### config.mk
export PLATFORM = sky130hd
export DESIGN_NAME = time_report_tx
export DESIGN_NICKNAME = d
export VERILOG_FILES = /design/src/rtl/time_report_tx.sv
export SDC_FILE = /design/constraint.sdc
export NUM_CORES = 1
export LEC_CHECK = 0
export BUFFER_PORTS_ARGS = -buffer_cell sky130_fd_sc_hd__buf_2
export CAP_MARGIN = 20
export CORE_MARGIN = 2
export CORE_UTILIZATION = 64
export DETAILED_ROUTE_END_ITERATION = 8
export GPL_TIMING_DRIVEN = 1
export PLACE_DENSITY = 0.86
export SYNTH_ARGS = -nofsm -noshare
export SYNTH_HDL_FRONTEND = slang
export SYNTH_SLANG_ARGS = --single-unit
### constraint.sdc
create_clock -name clk -period 11.8 [get_ports clk]
set_input_delay 1.18 -clock clk [delete_from_list [all_inputs] [get_ports clk]]
set_output_delay 1.18 -clock clk [all_outputs]
set_load 0.02 [all_outputs]
### src/rtl/time_report_tx.sv
// Purpose: formats a snapshot of stopwatch/watch time as "<M>HH:MM:SS.CC\r\n"
//          and pushes the 14 bytes one per cycle into a UART TX FIFO write port.
// Latency: request in cycle 0 -> first push in cycle 2, last push in cycle 15,
//          o_busy low again in cycle 16.
// Backpressure: tx_full stalls the byte index; no push while full, nothing is
//          lost or duplicated. Requests while busy coalesce into one pending report.
// Ports: clk/rst (sync, active-high); i_req/i_mode/i_hour/i_min/i_sec/i_msec in;
//        tx_full in; o_push/o_tx_data/o_busy out.
// Optional feature: define TIME_REPORT_AUTO_EN for a periodic internal request
//        every AUTO_PERIOD cycles.
module time_report_tx #(
    parameter int          AUTO_PERIOD = 100_000_000,
    parameter logic [7:0]  SEP_CHAR    = 8'h3A
) (
    input  logic       clk,
    input  logic       rst,
    input  logic       i_req,
    input  logic       i_mode,
    input  logic [4:0] i_hour,
    input  logic [5:0] i_min,
    input  logic [5:0] i_sec,
    input  logic [6:0] i_msec,
    input  logic       tx_full,
    output logic       o_push,
    output logic [7:0] o_tx_data,
    output logic       o_busy
);

    typedef enum logic [1:0] {IDLE, CONV, SEND} state_t;

    state_t      state_q, state_d;
    logic [3:0]  idx_q, idx_d;
    logic        pending_q, pending_d;
    logic        mode_q, mode_d;
    logic [4:0]  hour_q, hour_d;
    logic [5:0]  min_q, min_d;
    logic [5:0]  sec_q, sec_d;
    logic [6:0]  cs_q, cs_d;
    logic [7:0]  hour_bcd_q, hour_bcd_d;
    logic [7:0]  min_bcd_q, min_bcd_d;
    logic [7:0]  sec_bcd_q, sec_bcd_d;
    logic [7:0]  cs_bcd_q, cs_bcd_d;
    logic        auto_req;
    logic        req_in;

    // Two-digit BCD {tens, ones}; anything above 99 saturates to 99.
    function automatic logic [7:0] to_bcd(input logic [6:0] v);
        logic [6:0] c;
        logic [3:0] t;
        logic [3:0] o;
        c = (v > 7'd99) ? 7'd99 : v;
        t = 4'(c / 7'd10);
        o = 4'(c % 7'd10);
        return {t, o};
    endfunction

    function automatic logic [7:0] digit(input logic [3:0] d);
        return 8'h30 + {4'h0, d};
    endfunction

`ifdef TIME_REPORT_AUTO_EN
    localparam int CNT_W = (AUTO_PERIOD > 1) ? $clog2(AUTO_PERIOD) : 1;
    logic [CNT_W-1:0] auto_cnt_q, auto_cnt_d;

    // Free-running regardless of state; wrap pulse behaves like i_req.
    always_comb begin
        auto_req   = (auto_cnt_q == CNT_W'(AUTO_PERIOD - 1));
        auto_cnt_d = auto_req ? '0 : auto_cnt_q + 1'b1;
    end

    always_ff @(posedge clk) begin
        if (rst) auto_cnt_q <= '0;
        else     auto_cnt_q <= auto_cnt_d;
    end
`else
    assign auto_req = 1'b0;
`endif

    assign req_in = i_req | auto_req;

    always_comb begin
        state_d    = state_q;
        idx_d      = idx_q;
        pending_d  = pending_q;
        mode_d     = mode_q;
        hour_d     = hour_q;
        min_d      = min_q;
        sec_d      = sec_q;
        cs_d       = cs_q;
        hour_bcd_d = hour_bcd_q;
        min_bcd_d  = min_bcd_q;
        sec_bcd_d  = sec_bcd_q;
        cs_bcd_d   = cs_bcd_q;
        case (state_q)
            IDLE: begin
                if (req_in || pending_q) begin
                    mode_d    = i_mode;
                    hour_d    = i_hour;
                    min_d     = i_min;
                    sec_d     = i_sec;
                    cs_d      = i_msec;
                    pending_d = 1'b0;
                    state_d   = CONV;
                end
            end
            CONV: begin
                hour_bcd_d = to_bcd({2'b00, hour_q});
                min_bcd_d  = to_bcd({1'b0, min_q});
                sec_bcd_d  = to_bcd({1'b0, sec_q});
                cs_bcd_d   = to_bcd(cs_q);
                idx_d      = 4'd0;
                state_d    = SEND;
                if (req_in) pending_d = 1'b1;
            end
            SEND: begin
                if (req_in) pending_d = 1'b1;
                if (!tx_full) begin
                    if (idx_q == 4'd13) begin
                        idx_d   = 4'd0;
                        state_d = IDLE;
                    end else begin
                        idx_d = idx_q + 4'd1;
                    end
                end
            end
            default: state_d = IDLE;
        endcase
    end

    // Byte mux over the registered BCD digits; zero outside SEND.
    always_comb begin
        o_tx_data = 8'h00;
        if (state_q == SEND) begin
            case (idx_q)
                4'd0:    o_tx_data = mode_q ? 8'h57 : 8'h53;
                4'd1:    o_tx_data = digit(hour_bcd_q[7:4]);
                4'd2:    o_tx_data = digit(hour_bcd_q[3:0]);
                4'd3:    o_tx_data = SEP_CHAR;
                4'd4:    o_tx_data = digit(min_bcd_q[7:4]);
                4'd5:    o_tx_data = digit(min_bcd_q[3:0]);
                4'd6:    o_tx_data = SEP_CHAR;
                4'd7:    o_tx_data = digit(sec_bcd_q[7:4]);
                4'd8:    o_tx_data = digit(sec_bcd_q[3:0]);
                4'd9:    o_tx_data = 8'h2E;
                4'd10:   o_tx_data = digit(cs_bcd_q[7:4]);
                4'd11:   o_tx_data = digit(cs_bcd_q[3:0]);
                4'd12:   o_tx_data = 8'h0D;
                4'd13:   o_tx_data = 8'h0A;
                default: o_tx_data = 8'h00;
            endcase
        end
    end

    // Combinational so a write is never presented to a full FIFO.
    assign o_push = (state_q == SEND) && !tx_full;
    assign o_busy = (state_q != IDLE);

    always_ff @(posedge clk) begin
        if (rst) begin
            state_q    <= IDLE;
            idx_q      <= 4'd0;
            pending_q  <= 1'b0;
            mode_q     <= 1'b0;
            hour_q     <= '0;
            min_q      <= '0;
            sec_q      <= '0;
            cs_q       <= '0;
            hour_bcd_q <= '0;
            min_bcd_q  <= '0;
            sec_bcd_q  <= '0;
            cs_bcd_q   <= '0;
        end else begin
            state_q    <= state_d;
            idx_q      <= idx_d;
            pending_q  <= pending_d;
            mode_q     <= mode_d;
            hour_q     <= hour_d;
            min_q      <= min_d;
            sec_q      <= sec_d;
            cs_q       <= cs_d;
            hour_bcd_q <= hour_bcd_d;
            min_bcd_q  <= min_bcd_d;
            sec_bcd_q  <= sec_bcd_d;
            cs_bcd_q   <= cs_bcd_d;
        end
    end

endmodule
==> results of run 1 <==
==> worst max path at each step <==
stage            start           to  slack (ps)  depth (start not counted)
5_1_grt        cs_q[4]  cs_bcd_q[1]        7090                         17
4_1_cts        cs_q[4]  cs_bcd_q[1]        7400                         17
3_5_place_dp   cs_q[4]  cs_bcd_q[1]        7410                         17
2_1_floorplan  cs_q[6]  cs_bcd_q[1]        8010                         17
6_report       cs_q[4]  cs_bcd_q[1]        7340                         17
3_3_place_gp   cs_q[4]  cs_bcd_q[1]        7710                         17
==> kinds of logic after synthesis <==
| group | count (synthesis) |
|---|---|
| flops | 60 |
| fa+ha+maj | 12 |
| mux | 19 |
| xor+xnor | 4 |
| compound gates | 140 |
| simple gates | 208 |
| buf+inv | 56 |
| other cells | 1 |
==> area by class of cell <==
class | count | area, um^2 | area share (%)
clock buffers | 13 | 159 | 3.88
clock inverters | 3 | 68.8 | 1.68
inverters | 25 | 93.8 | 2.29
multi-input cells | 384 | 2260 | 55.1
flip-flops and latches | 60 | 1200 | 29.3
well taps | 72 | 90.1 | 2.20
repair buffers | 41 | 228 | 5.56
==> layer usage <==
layer  GRT usage, %  vias to the layer above  part of all wire (%)
met5              0                        -                     0
met4           10.5                        0                   2.3
met3           8.88                       18                   6.7
met2           50.7                      142                    49
met1           32.9                     1630                    42
li1               -                     1797                     -
==> Yosys cell counts, types with 5 or more instances <==
master | n | share of area (%)
sky130_fd_sc_hd__nand2_1 | 89 | 9.0
sky130_fd_sc_hd__nor2_1 | 61 | 6.1
sky130_fd_sc_hd__dfxtp_1 | 60 | 32
sky130_fd_sc_hd__a21oi_1 | 50 | 6.7
sky130_fd_sc_hd__inv_1 | 23 | 2.3
sky130_fd_sc_hd__o21ai_0 | 23 | 3.1
sky130_fd_sc_hd__clkbuf_1 | 20 | 2.0
sky130_fd_sc_hd__a211oi_1 | 16 | 3.2
sky130_fd_sc_hd__ha_1 | 12 | 4.0
sky130_fd_sc_hd__mux2i_1 | 12 | 3.2
sky130_fd_sc_hd__nand2b_1 | 8 | 1.3
sky130_fd_sc_hd__nand3_1 | 8 | 1.1
sky130_fd_sc_hd__nor2b_1 | 8 | 1.3
sky130_fd_sc_hd__nor3_1 | 8 | 1.1
sky130_fd_sc_hd__o22ai_1 | 6 | 1.0
sky130_fd_sc_hd__mux2_2 | 5 | 1.5
sky130_fd_sc_hd__o211ai_1 | 5 | 1.0
==> power by group through the flow <==
| stage | clock network, mW | logic, mW | registers, mW |
|---|---|---|---|
| CTS | 0.214 | 0.207 | 0.258 |
| floorplan | 0 | 0.175 | 0.249 |
| global placement | 0 | 0.196 | 0.261 |
| detailed placement | 0 | 0.206 | 0.262 |
| global route | 0.224 | 0.234 | 0.262 |
| finish | 0.212 | 0.209 | 0.259 |
==> metrics by stage <==
step / setup slack (ps) / utilization (%) / total power [mW] / cells
global placement: 7710 / 69.0 / 0.457 / 581
CTS: 7400 / 73.1 / 0.679 / 597
floorplan: 8010 / - / 0.424 / 500
detailed placement: 7410 / 69.0 / 0.468 / 581
global route: 7090 / 73.5 / 0.720 / 598
finish: 7340 / 73.5 / 0.680 / 598
==> critical path, cell delays in order (launching register included) <==
cell,delay (ps)
sky130_fd_sc_hd__dfxtp_1,520
sky130_fd_sc_hd__inv_1,120
sky130_fd_sc_hd__a21oi_1,180
sky130_fd_sc_hd__ha_1,350
sky130_fd_sc_hd__o21a_1,180
sky130_fd_sc_hd__o21ai_1,100
sky130_fd_sc_hd__ha_1,400
sky130_fd_sc_hd__nor2b_1,160
sky130_fd_sc_hd__o22ai_1,80
sky130_fd_sc_hd__a222oi_1,660
sky130_fd_sc_hd__nor3_2,130
sky130_fd_sc_hd__nand2_1,120
sky130_fd_sc_hd__and3_1,150
sky130_fd_sc_hd__ha_1,140
sky130_fd_sc_hd__inv_1,80
sky130_fd_sc_hd__o221a_4,240
sky130_fd_sc_hd__or4_1,520
sky130_fd_sc_hd__a311oi_1,250
==> placed cells by master, fill, tap and decap left out, types with 8 or more instances in the layout <==
| cell | n |
|---|---|
| sky130_fd_sc_hd__clkbuf_8 | 11 |
| sky130_fd_sc_hd__ha_1 | 12 |
| sky130_fd_sc_hd__inv_1 | 23 |
| sky130_fd_sc_hd__nand3_1 | 8 |
| sky130_fd_sc_hd__a21oi_1 | 50 |
| sky130_fd_sc_hd__o21ai_0 | 23 |
| sky130_fd_sc_hd__buf_2 | 37 |
| sky130_fd_sc_hd__nand2b_1 | 8 |
| sky130_fd_sc_hd__a211oi_1 | 16 |
| sky130_fd_sc_hd__dfxtp_1 | 60 |
| sky130_fd_sc_hd__nand2_1 | 89 |
| sky130_fd_sc_hd__mux2i_1 | 12 |
| sky130_fd_sc_hd__nor2_1 | 61 |
| sky130_fd_sc_hd__nor2b_1 | 8 |
| sky130_fd_sc_hd__nor3_1 | 8 |
==> flip-flops by register name, indices dropped and copies added, names as in the netlist, 4 cells and up <==
| signal | flops |
|---|---|
| sec_bcd_q | 7 |
| sec_q | 6 |
| cs_bcd_q | 8 |
| idx_q | 4 |
| cs_q | 7 |
| min_bcd_q | 7 |
| hour_q | 5 |
| hour_bcd_q | 6 |
| min_q | 6 |
==> flow_summary.json, run 1 <==
{
  "die_h_um": 80.3,
  "clock_skew_ps": 8.61,
  "layout-drive-gt1-share_pct": 14.1,
  "timing.setup.critical_path_class": "flip-flop to flip-flop",
  "cts.repair.resized": 0,
  "synth_compound_area_share_pct": 24.3,
  "place_congestion": 0.930,
  "source_to_sink_clock_delay_at_the_later_pin_of_the_worst_skew_pair_ps": 340,
  "antenna_cells": 0,
  "dpl_cell_area_um2": 3850,
  "critical_path.reg2reg.endpoint": "cs_bcd_q[1]",
  "critical_path.max_fanout": 11,
  "maxSlewViolCount": 0,
  "postSynthRegisterBits": 60,
  "post-cts-setup-buffers": 0,
  "synth_cells": 500,
  "synthesis.yosys.warnings": 0,
  "via_count": 3587,
  "power.clock.fraction_pct": 31.2,
  "post-route-cell-area_um2": 4100,
  "maximum_number_of_pins_on_one_net_before_global_route_repair": 63,
  "fp.dieArea_um2": 6450,
  "numCtsBuffers": 9,
  "vias_per_cell": 6.00,
  "timing.slew.headroom_pct": 51.7,
  "worstSetupEndpointType": "flip-flop",
  "worstReg2RegStart": "cs_q[4]",
  "final_hold_viol_count": 0,
  "layout.nets": 562,
  "async_flop_share_pct": 0,
  "synth_enable_flop_cells": 0,
  "initial_core_util_pct": 66.9,
  "power.sequential.fraction_pct": 38.1,
  "ir_worst_vdd_mv": 0.112,
  "layout-area-overhead-vs-synth_pct": 9.83,
  "drtIter0Drc": 260,
  "dp.final_hpwl_um": 5970,
  "yosysSeqAreaShare_pct": 32.2,
  "wl_per_cell_um": 14.5,
  "num_clock_sinks": 60,
  "setup.worst_path.start_class": "flip-flop",
  "final-setup-viol-count": 0,
  "slew_worst_pin_ps": 723,
  "setup-tns-final_ps": 0,
  "rsz0062_at_grt": "no",
  "clk_pin_slew_ps": 70,
  "post_synthesis_share_of_cell_area_spent_on_and_or_nand_and_nor_gates_pct": 25.2,
  "cts_root_cell": "sky130_fd_sc_hd__clkbuf_8",
  "n_fill_cell": 465,
  "drc": 0,
  "io-pin-count": 39,
  "cp.arrival_ps": 4720,
  "comb_power_share_pct": 30.7,
  "core-area_um2": 5570,
  "netSwitchingFraction_pct": 34.1,
  "synth_top_family_by_area": "simple AND/OR/NAND/NOR gates",
  "p_sw_uw": 232,
  "clock_tree_from_tritoncts": "yes",
  "post_synth_instance_area_um2": 3730,
  "finalWirelength_um": 8670,
  "syn_area_per_cell_um2": 7.46,
  "synthAdderAreaFrac_pct": 4.03,
  "dominantRegCellSynth": "sky130_fd_sc_hd__dfxtp_1",
  "worst-r2r-setup-slack_ps": 7340,
  "grt_first_pass_wirelength_um": 14700,
  "hp-class": "flip-flop to flip-flop",
  "postSynthNetCount": 541,
  "finalCritPeriodShare_pct": 37.8,
  "power_report.internal_total_uw": 448,
  "grt_overflow_total": 0,
  "antenna_violations_before_repair": 0,
  "power.static_leakage_nw": 1.62,
  "first_global_vias": 3344,
  "rows": 27,
  "period_minus_slack_ps": 4460,
  "holdBufCountCts": 0,
  "hold_ws_ps": 466,
  "min-delay-start": "min_bcd_q[6]",
  "run_status": "completed",
  "achievable-frequency_mhz": 224,
  "cts-htree-levels": 3,
  "dieWidth_um": 80.3,
  "globalRouteTotalUtil_pct": 28.9,
  "multiplexer_fraction_of_the_synthesized_cell_area_pct": 5.94,
  "holdPathStages": 2,
  "parity_gate_share_of_the_synthesized_area_counting_xor_and_xnor_cells_pct": 0.939,
  "maxCapViolations": 0,
  "power_density_nw_per_um2": 166,
  "yosys.cell_types.count": 67,
  "min_delay_worst_endpoint": "min_bcd_q[6]",
  "detail_route.first_pass.iterations": 5,
  "numPortBuffers": 37,
  "max-clock-path-buffers": 2,
  "drt.antenna.violating_nets": 0,
  "reg2reg_depth": 17,
  "critPathRequiredTime_ps": 12060
}
No activity file was read; power rests on OpenSTA's default activity.
==> inputs of run 2 (changes only) <==
--- a/config.mk
+++ b/config.mk
@@ -8,10 +8,10 @@
 export BUFFER_PORTS_ARGS = -buffer_cell sky130_fd_sc_hd__buf_2
 export CAP_MARGIN = 20
 export CORE_MARGIN = 2
-export CORE_UTILIZATION = 64
+export CORE_UTILIZATION = 54
 export DETAILED_ROUTE_END_ITERATION = 8
 export GPL_TIMING_DRIVEN = 1
-export PLACE_DENSITY = 0.86
+export PLACE_DENSITY = 0.77
 export SYNTH_ARGS = -nofsm -noshare
 export SYNTH_HDL_FRONTEND = slang
 export SYNTH_SLANG_ARGS = --single-unit
==> constraint.sdc (replaced) <==
create_clock -name clk -period 3.8 [get_ports clk]
set_input_delay 0.38 -clock clk [delete_from_list [all_inputs] [get_ports clk]]
set_output_delay 0.38 -clock clk [all_outputs]
set_load 0.02 [all_outputs]
==> run 2 against run 1 <==
Register-to-register slack got worse by 7300 ps. Clock-buffer cell count decreased by 3. Non-clock buffer count increased by 10. Routed wire length increased by 0.23%. Setup slack got worse by 7300 ps. Sequential share of layout area decreased by 0.78 points. Via count decreased by 1.2%. Hold slack got worse by 210 ps. Core utilization decreased by 11 points.
==> flow_summary.json, run 2 (synthesis results as in run 1) <==
{
  "rsz0062_at_grt": "yes",
  "regMostFlops": "cs_bcd_q",
  "wl_per_cell_um": 14.1,
  "detail_route.first_pass.iterations": 5,
  "die_h_um": 87.1,
  "rows": 30,
  "max-clock-path-buffers": 2,
  "achievable-frequency_mhz": 264,
  "hold_ws_ps": 257,
  "globalRouteTotalUtil_pct": 23.8,
  "finalWirelength_um": 8690,
  "holdBufCountCts": 0,
  "maxSlewViolCount": 0,
  "layout-drive-gt1-share_pct": 18.1,
  "cp.arrival_ps": 4050,
  "layout-area-overhead-vs-synth_pct": 12.9,
  "utilization_pct": 62.4,
  "cts_root_cell": "sky130_fd_sc_hd__clkbuf_8",
  "power_density_nw_per_um2": 507,
  "worstSetupEndpointType": "flip-flop",
  "clock_skew_ps": 6.51,
  "setup.worst_path.start_class": "flip-flop",
  "clk_pin_slew_ps": 70,
  "timing.slew.headroom_pct": 32.3,
  "final_hold_viol_count": 0,
  "source_to_sink_clock_delay_at_the_later_pin_of_the_worst_skew_pair_ps": 350,
  "fp.dieArea_um2": 7590,
  "io-pin-count": 39,
  "drtIter0Drc": 190,
  "final_cell_mix": "sky130_fd_sc_hd__nand2_1 (89), sky130_fd_sc_hd__nor2_1 (61), sky130_fd_sc_hd__dfxtp_1 (59)",
  "run_status": "completed",
  "final-setup-viol-count": 0,
  "via_count": 3544,
  "hp-class": "input port to flip-flop",
  "first_global_vias": 3126,
  "antenna_cells": 0,
  "core-area_um2": 6760,
  "critical_path.max_fanout": 5,
  "vias_per_cell": 5.75,
  "slew_worst_pin_ps": 1020,
  "period_minus_slack_ps": 3790,
  "maxCapViolations": 0,
  "numPortBuffers": 37,
  "antenna_violations_before_repair": 0,
  "drc": 0,
  "wl_met3_um": 383,
  "timing.setup.critical_path_class": "flip-flop to flip-flop",
  "ir_worst_vdd_mv": 0.274,
  "reg2reg_depth": 16,
  "numCtsBuffers": 9,
  "dp.final_hpwl_um": 6020,
  "largest_register_ffs": 8,
  "grt_overflow_total": 0,
  "initial_core_util_pct": 55.2,
  "layout_commonest_cell": "sky130_fd_sc_hd__nand2_1",
  "clock_tree_from_tritoncts": "yes",
  "route.met2.wl_um": 3910,
  "layout.nets": 572,
  "holdPathStages": 3,
  "critPathRequiredTime_ps": 4060,
  "place_congestion": 0.926,
  "cts-htree-levels": 3,
  "maximum_number_of_pins_on_one_net_before_global_route_repair": 63,
  "detail_route.wirelength.met1_um": 4200,
  "num_clock_sinks": 60,
  "grt_first_pass_wirelength_um": 14300,
  "maxUsedRoutingLayer": "met4",
  "drt.antenna.violating_nets": 0,
  "power.static_leakage_nw": 1.67,
  "finalCritPeriodShare_pct": 99.7,
  "dieWidth_um": 87.1
}
==> run 2: final timing paths <==
| path | slack (ps) | end | from |
|---|---|---|---|
| worst max-delay path | 10 | cs_bcd_q[1] | cs_q[5] |
| worst min-delay path | 260 | sec_q[3] | i_sec[3] |
| worst min register to register | 470 | min_bcd_q[6] | min_bcd_q[6] |
| worst max register to register | 10 | cs_bcd_q[1] | cs_q[5] |
==> run 2: report_power, final <==
| part | internal, mW | switching, mW |
|---|---|---|
| logic | 0.295 | 0.397 |
| clock network | 0.385 | 0.263 |
| registers | 0.715 | 0.0784 |
| total | 1.40 | 0.739 |
==> run 2: worst max-delay path, stage by stage, from the launching register on <==
cell,delay (ps)
sky130_fd_sc_hd__dfxtp_1,340
sky130_fd_sc_hd__inv_1,140
sky130_fd_sc_hd__ha_2,240
sky130_fd_sc_hd__o21a_1,180
sky130_fd_sc_hd__o21ai_2,90
sky130_fd_sc_hd__ha_1,310
sky130_fd_sc_hd__nor2b_1,140
sky130_fd_sc_hd__o22ai_1,70
sky130_fd_sc_hd__a222oi_1,570
sky130_fd_sc_hd__nor3_2,110
sky130_fd_sc_hd__nand2_1,110
sky130_fd_sc_hd__and3_1,160
sky130_fd_sc_hd__ha_2,170
sky130_fd_sc_hd__inv_2,50
sky130_fd_sc_hd__o221a_4,250
sky130_fd_sc_hd__or4_4,510
sky130_fd_sc_hd__a311oi_2,270
==> run 2: per-layer routing <==
metal	vias to the layer above	track usage, %
met2	103	36.8
li1	1830	-
met1	1594	32.2
met4	0	11.0
met5	-	0
met3	17	4.27
==> run 2: timing repair <==
action | 4_1_cts | 5_1_grt
setup buffers | 1 | 5
pin swaps | 2 | 12
resized for setup | 3 | 8
setup endpoints to repair | 1 | 2
==> run 2: per-stage QoR <==
step / setup slack (ps) / cells / TNS [ps] / total power, mW / instance area [um^2]
2_1_floorplan: 12.1 / 500 / 0 / 1.32 / 3730
3_3_place_gp: 150 / 593 / 0 / 1.43 / 3890
3_5_place_dp: -141 / 593 / -141 / 1.46 / 3890
4_1_cts: 15.8 / 610 / 0 / 2.12 / 4130
5_1_grt: -134 / 616 / -134 / 2.27 / 4210
6_report: 10.2 / 616 / 0 / 2.13 / 4210
==> run 2: layout make-up <==
class                      count  area (um^2)
inverter                      25         93.8
tap                           80          100
sequential                    60         1200
timing repair buffer          51          303
clock buffer                  10          138
multi-input combinational    384         2290
fill                         634         2540
clock inverter                 6         87.6
==> inputs of run 3 (changes only) <==
--- a/config.mk
+++ b/config.mk
@@ -7,7 +7,6 @@
 export LEC_CHECK = 0
 export BUFFER_PORTS_ARGS = -buffer_cell sky130_fd_sc_hd__buf_2
 export CAP_MARGIN = 20
-export CORE_MARGIN = 2
 export CORE_UTILIZATION = 54
 export DETAILED_ROUTE_END_ITERATION = 8
 export GPL_TIMING_DRIVEN = 1
==> run 3 against run 2 <==
Die area fell by 4.5%. Critical path depth grew 1. Combinational power is 0.7% lower. Hold slack better by 20 ps. Sequential share of layout area grew 0.62 points. Clock-buffer cell count rose by 2. Largest cell class unchanged. Cell area down 2.0%. Setup slack improved by 56 ps. Cell count down 0.97%. Via count hardly changed.
==> flow_summary.json, run 3 (synthesis results as in run 1) <==
{
  "antenna_violations_before_repair": 0,
  "min_delay_worst_endpoint": "hour_q[2]",
  "globalRouteTotalUtil_pct": 25.4,
  "slowest_stage": "sky130_fd_sc_hd__a222oi_1",
  "layout.nets": 570,
  "holdBufCountCts": 0,
  "place_congestion": 0.877,
  "io-pin-count": 39,
  "critical-path-max-stage-delay_ps": 570,
  "dpl_cell_area_um2": 3890,
  "holdPathStages": 3,
  "maxUsedRoutingLayer": "met4",
  "detail_route.first_pass.iterations": 5,
  "reg2reg_depth": 17,
  "clock_tree_from_tritoncts": "yes",
  "critical_path.reg2reg.endpoint": "cs_bcd_q[1]",
  "source_to_sink_clock_delay_at_the_later_pin_of_the_worst_skew_pair_ps": 330,
  "timing.setup.critical_path_class": "flip-flop to flip-flop",
  "final-setup-viol-count": 0,
  "layout-drive-gt1-share_pct": 16.9,
  "slew_worst_pin_ps": 767,
  "grt_overflow_total": 0,
  "finalCritPeriodShare_pct": 98.3,
  "rows": 29,
  "power.static_leakage_nw": 1.64,
  "via_count": 3545,
  "post-route-cell-area_um2": 4130,
  "drt.antenna.violating_nets": 0,
  "layout-area-overhead-vs-synth_pct": 10.7,
  "critPathRequiredTime_ps": 4040,
  "regMostFlops": "cs_bcd_q",
  "antenna_cells": 0,
  "clock_skew_ps": 7.12,
  "dp.final_hpwl_um": 5930,
  "grt_first_pass_wirelength_um": 14700,
  "clk_pin_slew_ps": 70,
  "cp.arrival_ps": 3980,
  "wl_met3_um": 415,
  "dieWidth_um": 85.1,
  "num_clock_sinks": 60,
  "period_minus_slack_ps": 3730,
  "rsz0062_at_grt": "yes",
  "fp.dieArea_um2": 7240,
  "core-area_um2": 6490,
  "timing.slew.headroom_pct": 48.8,
  "maxCapViolations": 0,
  "maxSlewViolCount": 0,
  "critical_path.max_fanout": 5,
  "cp-startpoint": "cs_q[4]",
  "hp-class": "input port to flip-flop",
  "maximum_number_of_pins_on_one_net_before_global_route_repair": 63,
  "worstReg2RegStart": "cs_q[4]",
  "finalWirelength_um": 8580,
  "final_hold_viol_count": 0,
  "first_global_vias": 3261,
  "drtIter0Drc": 246,
  "hold_ws_ps": 277,
  "cells_traversed_along_the_worst_timing_path": "inv_1, a21oi_2, ha_2, o21a_1, o21ai_4, ha_4, nor2b_4, o22ai_1, a222oi_1, nor3_2, nand2_1, and3_1, ha_2, inv_2, o221a_4, or4_1, a311oi_1",
  "cts_root_cell": "sky130_fd_sc_hd__clkbuf_8",
  "power_density_nw_per_um2": 471,
  "wl_per_cell_um": 14.1,
  "numCtsBuffers": 9,
  "route.met2.wl_um": 4000,
  "largest_register_ffs": 8,
  "min-delay-start": "i_hour[2]",
  "achievable-frequency_mhz": 268,
  "setup.worst_path.start_class": "flip-flop",
  "cts-htree-levels": 3,
  "final_cell_mix": "sky130_fd_sc_hd__nand2_1 (89), sky130_fd_sc_hd__nor2_1 (61), sky130_fd_sc_hd__dfxtp_1 (58)",
  "worst-r2r-setup-slack_ps": 70,
  "die_h_um": 85.1,
  "run_status": "completed",
  "critPathMostFrequentCell": "sky130_fd_sc_hd__ha_2",
  "detail_route.wirelength.met1_um": 3990,
  "setup-tns-final_ps": 0,
  "drc": 0,
  "worstSetupEndpointType": "flip-flop",
  "max-clock-path-buffers": 2,
  "ir_worst_vdd_mv": 0.257,
  "numPortBuffers": 37,
  "initial_core_util_pct": 57.4,
  "vias_per_cell": 5.81,
  "layout_commonest_cell": "sky130_fd_sc_hd__nand2_1"
}
-- run 3: where the power goes --
part	switching [mW]	total, mW	internal, mW
combinational	0.392	0.687	0.295
clock	0.233	0.463	0.230
sequential	0.0800	0.796	0.716
-- run 3: timing repair --
item | CTS | global route
pin swaps | 2 | 8
endpoints found under the hold margin | 0 | 0
endpoints found under the setup margin | 1 | 3
resized for setup | 1 | 10
setup buffers | 1 | 2
-- run 3: worst max-delay path by stage --
stage | endpoint | slack, ps | cells past startpoint
2_1_floorplan | cs_bcd_q[1] | 10 | 17
3_3_place_gp | cs_bcd_q[1] | 90 | 16
3_5_place_dp | cs_bcd_q[1] | -100 | 16
4_1_cts | cs_bcd_q[1] | 20 | 16
5_1_grt | cs_bcd_q[1] | -140 | 17
6_report | cs_bcd_q[1] | 70 | 17
-- run 3: layout make-up --
cell class                 instances  area [um^2]
timing repair buffer              49          288
fill                             581         2370
tap                               77         96.3
sequential                        60         1200
inverter                          25         93.8
multi-input combinational        384         2300
clock inverter                     3         15.0
clock buffer                      12          135
-- run 3: per-layer routing --
metal,global-route usage [%],vias up
li1,-,1812
met1,32.1,1620
met2,42.2,98
met3,5.25,15
met4,10.9,0
met5,0,-
-- run 3: stage by stage --
step / total power [mW] / util, % / worst slack (ps) / std cells
floorplan: 1.32 / - / 12.1 / 500
global placement: 1.43 / 59.9 / 91.1 / 591
detailed placement: 1.46 / 59.9 / -95.5 / 591
CTS: 1.93 / 62.4 / 22.7 / 607
global route: 2.09 / 63.6 / -139 / 610
finish: 1.95 / 63.6 / 65.9 / 610
-- run 3: critical path: cells and delay by family, from the launching register on --
kind	cells	cell delay, ps
simple gates	5	1020
compound gates	7	1550
flops	1	320
fa+ha+maj	3	670
buf+inv	2	100
